### src/rtl/arbitro_reg.sv
// Two-requester round-robin arbiter in front of a 4x8 register-bank write port.
// Accepted writes appear on the bank port exactly one cycle later and are counted when they commit.
module arbitro_reg (
  input  logic       clk,
  input  logic       rst_n,
  input  logic       lock,
  input  logic       req0_valid,
  input  logic [1:0] req0_addr,
  input  logic [7:0] req0_data,
  output logic       req0_ready,
  input  logic       req1_valid,
  input  logic [1:0] req1_addr,
  input  logic [7:0] req1_data,
  output logic       req1_ready,
  output logic       bank_we,
  output logic [1:0] bank_waddr,
  output logic [7:0] bank_wdata,
  output logic [3:0] pending,
  output logic       last_grant,
  output logic [7:0] commit_cnt
);

  logic       prio_q, prio_d;
  logic       last_grant_q, last_grant_d;
  logic       bank_we_q, bank_we_d;
  logic [1:0] bank_waddr_q, bank_waddr_d;
  logic [7:0] bank_wdata_q, bank_wdata_d;
  logic [7:0] commit_cnt_q, commit_cnt_d;
  logic       grant0, grant1;

  // rst_n gates the readys so nothing looks accepted while the block is held in reset
  always_comb begin
    grant0 = 1'b0;
    grant1 = 1'b0;
    if (rst_n && !lock) begin
      grant0 = req0_valid && (!req1_valid || (prio_q == 1'b0));
      grant1 = req1_valid && (!req0_valid || (prio_q == 1'b1));
    end
  end

  always_comb begin
    prio_d       = prio_q;
    last_grant_d = last_grant_q;
    bank_we_d    = grant0 || grant1;
    bank_waddr_d = bank_waddr_q;
    bank_wdata_d = bank_wdata_q;
    commit_cnt_d = commit_cnt_q + {7'd0, bank_we_q};
    if (grant0) begin
      bank_waddr_d = req0_addr;
      bank_wdata_d = req0_data;
      last_grant_d = 1'b0;
      prio_d       = 1'b1;
    end else if (grant1) begin
      bank_waddr_d = req1_addr;
      bank_wdata_d = req1_data;
      last_grant_d = 1'b1;
      prio_d       = 1'b0;
    end
  end

  always_ff @(posedge clk or negedge rst_n) begin
    if (!rst_n) begin
      prio_q       <= 1'b0;
      last_grant_q <= 1'b0;
      bank_we_q    <= 1'b0;
      bank_waddr_q <= 2'd0;
      bank_wdata_q <= 8'd0;
      commit_cnt_q <= 8'd0;
    end else begin
      prio_q       <= prio_d;
      last_grant_q <= last_grant_d;
      bank_we_q    <= bank_we_d;
      bank_waddr_q <= bank_waddr_d;
      bank_wdata_q <= bank_wdata_d;
      commit_cnt_q <= commit_cnt_d;
    end
  end

  always_comb begin
    pending = 4'b0000;
    if (bank_we_q) begin
      pending = 4'b0001 << bank_waddr_q;
    end
  end

  assign req0_ready = grant0;
  assign req1_ready = grant1;
  assign bank_we    = bank_we_q;
  assign bank_waddr = bank_waddr_q;
  assign bank_wdata = bank_wdata_q;
  assign last_grant = last_grant_q;
  assign commit_cnt = commit_cnt_q;

endmodule

### config.mk
export PLATFORM = sky130hd
export DESIGN_NAME = arbitro_reg
export DESIGN_NICKNAME = d
export VERILOG_FILES = /design/src/rtl/arbitro_reg.sv
export SDC_FILE = /design/constraint.sdc
export NUM_CORES = 1
export LEC_CHECK = 0
export ABC_AREA = 1
export CELL_PAD_IN_SITES_DETAIL_PLACEMENT = 0
export CELL_PAD_IN_SITES_GLOBAL_PLACEMENT = 2
export CORE_MARGIN = 10
export CORE_UTILIZATION = 24
export DETAILED_ROUTE_END_ITERATION = 8
export HOLD_SLACK_MARGIN = 0.05
export MAX_ROUTING_LAYER = met4
export PLACE_DENSITY = 0.89
export SLEW_MARGIN = 20
export SYNTH_ARGS = -nofsm -noshare
export SYNTH_HDL_FRONTEND = slang
export SYNTH_SLANG_ARGS = --single-unit
### constraint.sdc
create_clock -name clk -period 3.28 [get_ports clk]
set_input_delay 0.656 -clock clk [delete_from_list [all_inputs] [get_ports clk]]
set_output_delay 0.656 -clock clk [all_outputs]
set_load 0.02 [all_outputs]
* After elaboration in Yosys (flattened, before gate mapping)
Cells that the tools add are included.
** Word-level totals
- Bits in registers :: 21
- Bits of input ports :: 25
- Output and inout bits :: 26
** Operators by class
- Add/subtract/negate cells :: 1
- Shift operators :: 1
- Muxes and demuxes :: 11
- Bitwise logic cells :: 1
- Reductions and logical operators :: 10
** Operators by type and width (number)
- $mux 8 :: 2
- $add 8x1->8 :: 1
- $mux 1 :: 6
- $mux 2 :: 2
- $mux 4 :: 1
- $shl 1x2->4 const A :: 1
- $logic_and 1x1->1 :: 3
- $logic_not 1->1 :: 3
- $logic_or 1x1->1 :: 3
- $reduce_bool 2->1 :: 1
- $not 1->1 :: 1

* Depth between registers and ports, before layout
- Depth in word-level cells :: 6
- Depth in mapped cells :: 7
- Mapped depth without buffers :: 6

* Least setup slack after synthesis
Ideal clock, no wire load.
- Path kind :: input port to output port
- Start :: input port req1_valid
- End :: output port req0_ready
- Arrival time :: 1.084 ns
- Data required time :: 2.624 ns
- Path slack :: 1.540 ns
- Cell stages on the path :: 4
- Path buffers :: 1
- Path through :: nand2_1 -> nand2_1 -> nor2_2 -> buf_6
** Between the ends
- Word-level cells in the longest chain between the ends :: 4
** RTL lines
- start: declaration :: RTL line 11 : input logic req1_valid,
- $logic_not 1->1 :: RTL line 36 : grant0 = req0_valid && (!req1_valid || (prio_q == 1'b0));
- $logic_or 1x1->1 :: RTL line 36
- $logic_and 1x1->1 :: RTL line 36
- $mux 1 :: RTL line 35 : if (rst_n && !lock) begin
- end: declaration :: RTL line 10 : output logic req0_ready,
No other way between the ends.

* Worst setup path in the final report
- Start :: input port rst_n
- End :: output port req1_ready
** Between the ends
- Word-level cells in the longest chain between the ends :: 2
** RTL lines
- start: declaration :: RTL line 5 : input logic rst_n,
- $logic_and 1x1->1 :: RTL line 35
- $mux 1 :: RTL line 35
- end: declaration :: RTL line 14 : output logic req1_ready,
No other way between the ends.

==> results.md <==
Detailed routing:
- The number of iterations in the first detailed-routing pass is 4.
- The final wirelength is 3.19 mm.
- Once detail routing completed, the nets flagged for antenna violations numbered 0.
- The detailed router placed 1001 vias in this run.
- For this block, the initial DRC count from the detailed router was 26.
- Using the TritonRoute via totals, the vias-per-cell ratio works out to 4.22.
- In the routed design, unresolved DRC markers number 0.
- The average routed wire per standard cell is 13.5 µm.

Clocking:
- TritonCTS built the clock tree.
- For this design, the CTS-stage hold fixing added 0 buffers.
- Buffers inserted during clock tree synthesis total 3.
- The largest buffer count on any clock path is 2.
- Clock-pin slew was measured on the worst setup and hold paths at 0.07 ns.
- Gates resized during post-CTS repair numbered 0.
- CTS built an H-tree with a depth of 1.
- In this run the post-CTS setup repair buffer count came out at 0.
- The clock reaches the later pin of the worst-skew pair after 0.25 ns.
- The CTS root buffer is sky130_fd_sc_hd__clkbuf_8.
- The count of clock tree sinks is 21.

Timing:
- The slew of the pin with the lowest slew margin is 0.362 ns.
- The number of pins exceeding their max-slew limit in the final report is 0.
- The number of failing hold endpoints at the final stage was 0.
- Across the routed clock network, the largest skew measured is 0.00759 ns.
- The fmax is 0.352 GHz.
- The number of failing setup endpoints in the final timing report is 0.
- The final period demand of the worst path is 2.84 ns.
- The aggregate negative setup slack is 0 ns.
- In this run the tightest slew margin relative to its limit is 75.8%.
- After layout, the worst path uses 86.6% of the clock period.
- Setup repair after global routing left no endpoint under its margin.
- The minimum setup slack in the final design is 0.439 ns.

Synthesis:
- The cell taking the most area after synthesis is sky130_fd_sc_hd__dfrtp_1.
- In this run, synthesis produced a sequential element count of 21.
- Synthesis produced a netlist whose cell count is 131.
- The share of the Yosys chip area taken by registers is 47.8%.
- The number of flops mapped to enable cells by yosys is 0.
- The netlist area before placement is 1100 µm².
- The average instance area after synthesis is 8.40 µm².
- For this run, asynchronously set or reset flops after synthesis account for 100%.
- Synthesis produced a netlist with a net count of 158.
- Summed over its instances, the top area cell type makes up 47.8% of the synthesized netlist area.
- The netlist uses 16 different library cells.
- By count the netlist is led by sky130_fd_sc_hd__nand2_1 (31), sky130_fd_sc_hd__dfrtp_1 (21), sky130_fd_sc_hd__nand3_1 (21).
- The count of synthesis-stage warnings from yosys is 0.
- Ranked by total cell area, the synthesized netlist is headed by sky130_fd_sc_hd__dfrtp_1 (48%), sky130_fd_sc_hd__nand2_1 (11%), sky130_fd_sc_hd__nand3_1 (9.6%).
- The most common cell in the synthesized netlist is sky130_fd_sc_hd__nand2_1.
- For this run, the leading register cell type out of synthesis is sky130_fd_sc_hd__dfrtp_1.

Floorplanning:
- The die covers 7690 µm².
- The floorplan step set the die height to 87.7 µm.
- The total number of placement rows is 24.
- The floorplan core area is 4380 µm².
- The initial standard-cell utilization of the core is 25.1%.
- The top-level port count is 51.
- The chip width is 87.7 µm.

Setup path:
- The reg-to-reg startpoint is prio_q.
- The nature of the critical path startpoint is a primary input.
- For flop-to-flop paths, the worst setup slack is 1.91 ns.
- The slowest cell on the critical path is sky130_fd_sc_hd__clkdlybuf4s50_1.
- The endpoint of the worst register-to-register path is bank_wdata[7].
- The critical path in this run is classified as in2out.
- The sort of element at the end of the critical path is an output port.
- Counting cells, the worst reg-to-reg path comes to 7.
- STA puts the critical path data required time at 2.62 ns.
- Tracing the worst setup path back leads to its startpoint at rst_n.
- The largest stage delay on the critical path is 0.63 ns.
- The arrival time at the worst endpoint is 2.18 ns.
- Of all nets on the critical path, the largest fanout is 4.
- The signal on the critical path passes through clkdlybuf4s50_1, inv_1, nor2_4, nand3_2, inv_1, clkdlybuf4s50_1.

Min path:
- The worst min-delay path category is reg2reg.
- The worst hold path begins at commit_cnt[6].
- Counting instances, the worst hold path has a depth of 1.
- The hold path endpoint is commit_cnt[6].

Cells and area:
- The post-route cell area is 1710 µm².
- Of the cells placed in the final design, the portion with a size suffix greater than 1 is 7.57%.
- The number of nets in the finished design is 213.
- The post-synthesis to final-layout area growth is 55.9%.
- 0 antenna diodes ended up in the layout.

Global routing:
- Global routing finished with a remaining overflow of 0.
- The via count of the first global-routing pass is 1045.
- The initial antenna violation count is 0.
- The first global-routing pass estimated 4.91 mm of wire.
- The pin count of the biggest net entering global routing is 16.
- Global routing used 8.28% of the available tracks.

Pwr:
- Summed over all cells, the static leakage comes to 0.796 nW.
- For this design the ratio of total power to cell area is 546 nW/µm².
- The worst ir drop on vdd is 0.000183 V.

Place:
- The count of input and output buffers is 50.
- Once detailed placement completed, the half-perimeter wirelength came to 2.66 mm.
- The post-placement worst setup slack is 0.421 ns.
- The standard cell area after detailed placement is 1670 µm².
- The final weighted congestion of routability-driven global placement is 0.806.

Run status:
- The flow ran to the end, and the final reports show no timing, DRC or antenna violations.

Run:
- The number of violations of the max-capacitance limit is 0.
-- where the power goes --
group / switching [mW] / internal [mW] / leakage [nW]
clock: 0.0786 / 0.0843 / 0.0255
sequential: 0.0573 / 0.327 / 0.263
combinational: 0.199 / 0.191 / 0.507
-- final cells by class --
type	instances	area [µm²]
fill	431	2670
timing repair buffer	56	546
sequential	21	526
multi-input combinational	85	460
inverter	19	71.3
tap	52	65.1
clock buffer	3	41.3
clock inverter	1	5.00
-- critical path: cells and delay by family --
family	cells	cell delay, ns
buffers and inverters	4	1.34
and+or+nand+nor	2	0.19
-- layout by cell type (no fill, tap or decap) --
cell type	n
sky130_fd_sc_hd__nor2_2	1
sky130_fd_sc_hd__nor2_4	1
sky130_fd_sc_hd__o21ai_0	1
sky130_fd_sc_hd__clkdlybuf4s50_1	50
sky130_fd_sc_hd__nand3_1	21
sky130_fd_sc_hd__xor2_1	4
sky130_fd_sc_hd__o21bai_1	10
sky130_fd_sc_hd__xnor2_1	2
sky130_fd_sc_hd__buf_4	6
sky130_fd_sc_hd__clkinv_2	1
sky130_fd_sc_hd__nand2_1	31
sky130_fd_sc_hd__inv_1	19
sky130_fd_sc_hd__clkbuf_8	3
sky130_fd_sc_hd__ha_1	2
sky130_fd_sc_hd__nand3_2	2
sky130_fd_sc_hd__nor2_1	5
sky130_fd_sc_hd__dfrtp_1	21
sky130_fd_sc_hd__nor3_1	5
-- metrics by stage --
| stage | hold WS (ns) | total power [mW] | cells | util, % |
|---|---|---|---|---|
| after floorplan | 0.360 | 0.569 | 131 | - |
| after global placement | 0.463 | 0.777 | 233 | 38.0 |
| after detailed placement | 0.487 | 0.787 | 233 | 38.0 |
| after CTS | 0.504 | 0.953 | 237 | 39.1 |
| after global routing | 0.516 | 1.00 | 237 | 39.1 |
| final | 0.500 | 0.937 | 237 | 39.1 |
-- flip-flops by register name, indices dropped and copies added (netlist names) --
signal and cells:
bank_wdata 8, commit_cnt 8, bank_waddr 2, bank_we 1
last_grant 1, prio_q 1
-- per-layer routing --
metal	up-vias	part of all wire [%]	GRT usage, %
met5	-	0	-
met4	0	0.31	1.30
met3	2	9.2	3.44
met2	40	45	13.1
met1	439	45	9.77
li1	520	-	-
-- cell families after synthesis --
logic type / Yosys count / synth area share, %
XOR/XNOR: 6 / 4.78
buffers and inverters: 25 / 10.4
adder cells (fa/ha/maj): 2 / 2.27
AO/OA/AOI/OAI: 11 / 7.28
AND/OR/NAND/NOR: 66 / 27.5
flip-flops: 21 / 47.8
-- how the worst max path moves through the flow --
stage / slack [ns] / end / depth (start not counted)
2_1_floorplan: 1.54 / req0_ready / 4
3_3_place_gp: 0.48 / req1_ready / 6
3_5_place_dp: 0.42 / req1_ready / 6
4_1_cts: 0.41 / req1_ready / 6
5_1_grt: 0.32 / req1_ready / 6
6_report: 0.44 / req1_ready / 6
(Power assumes the default switching activity.)
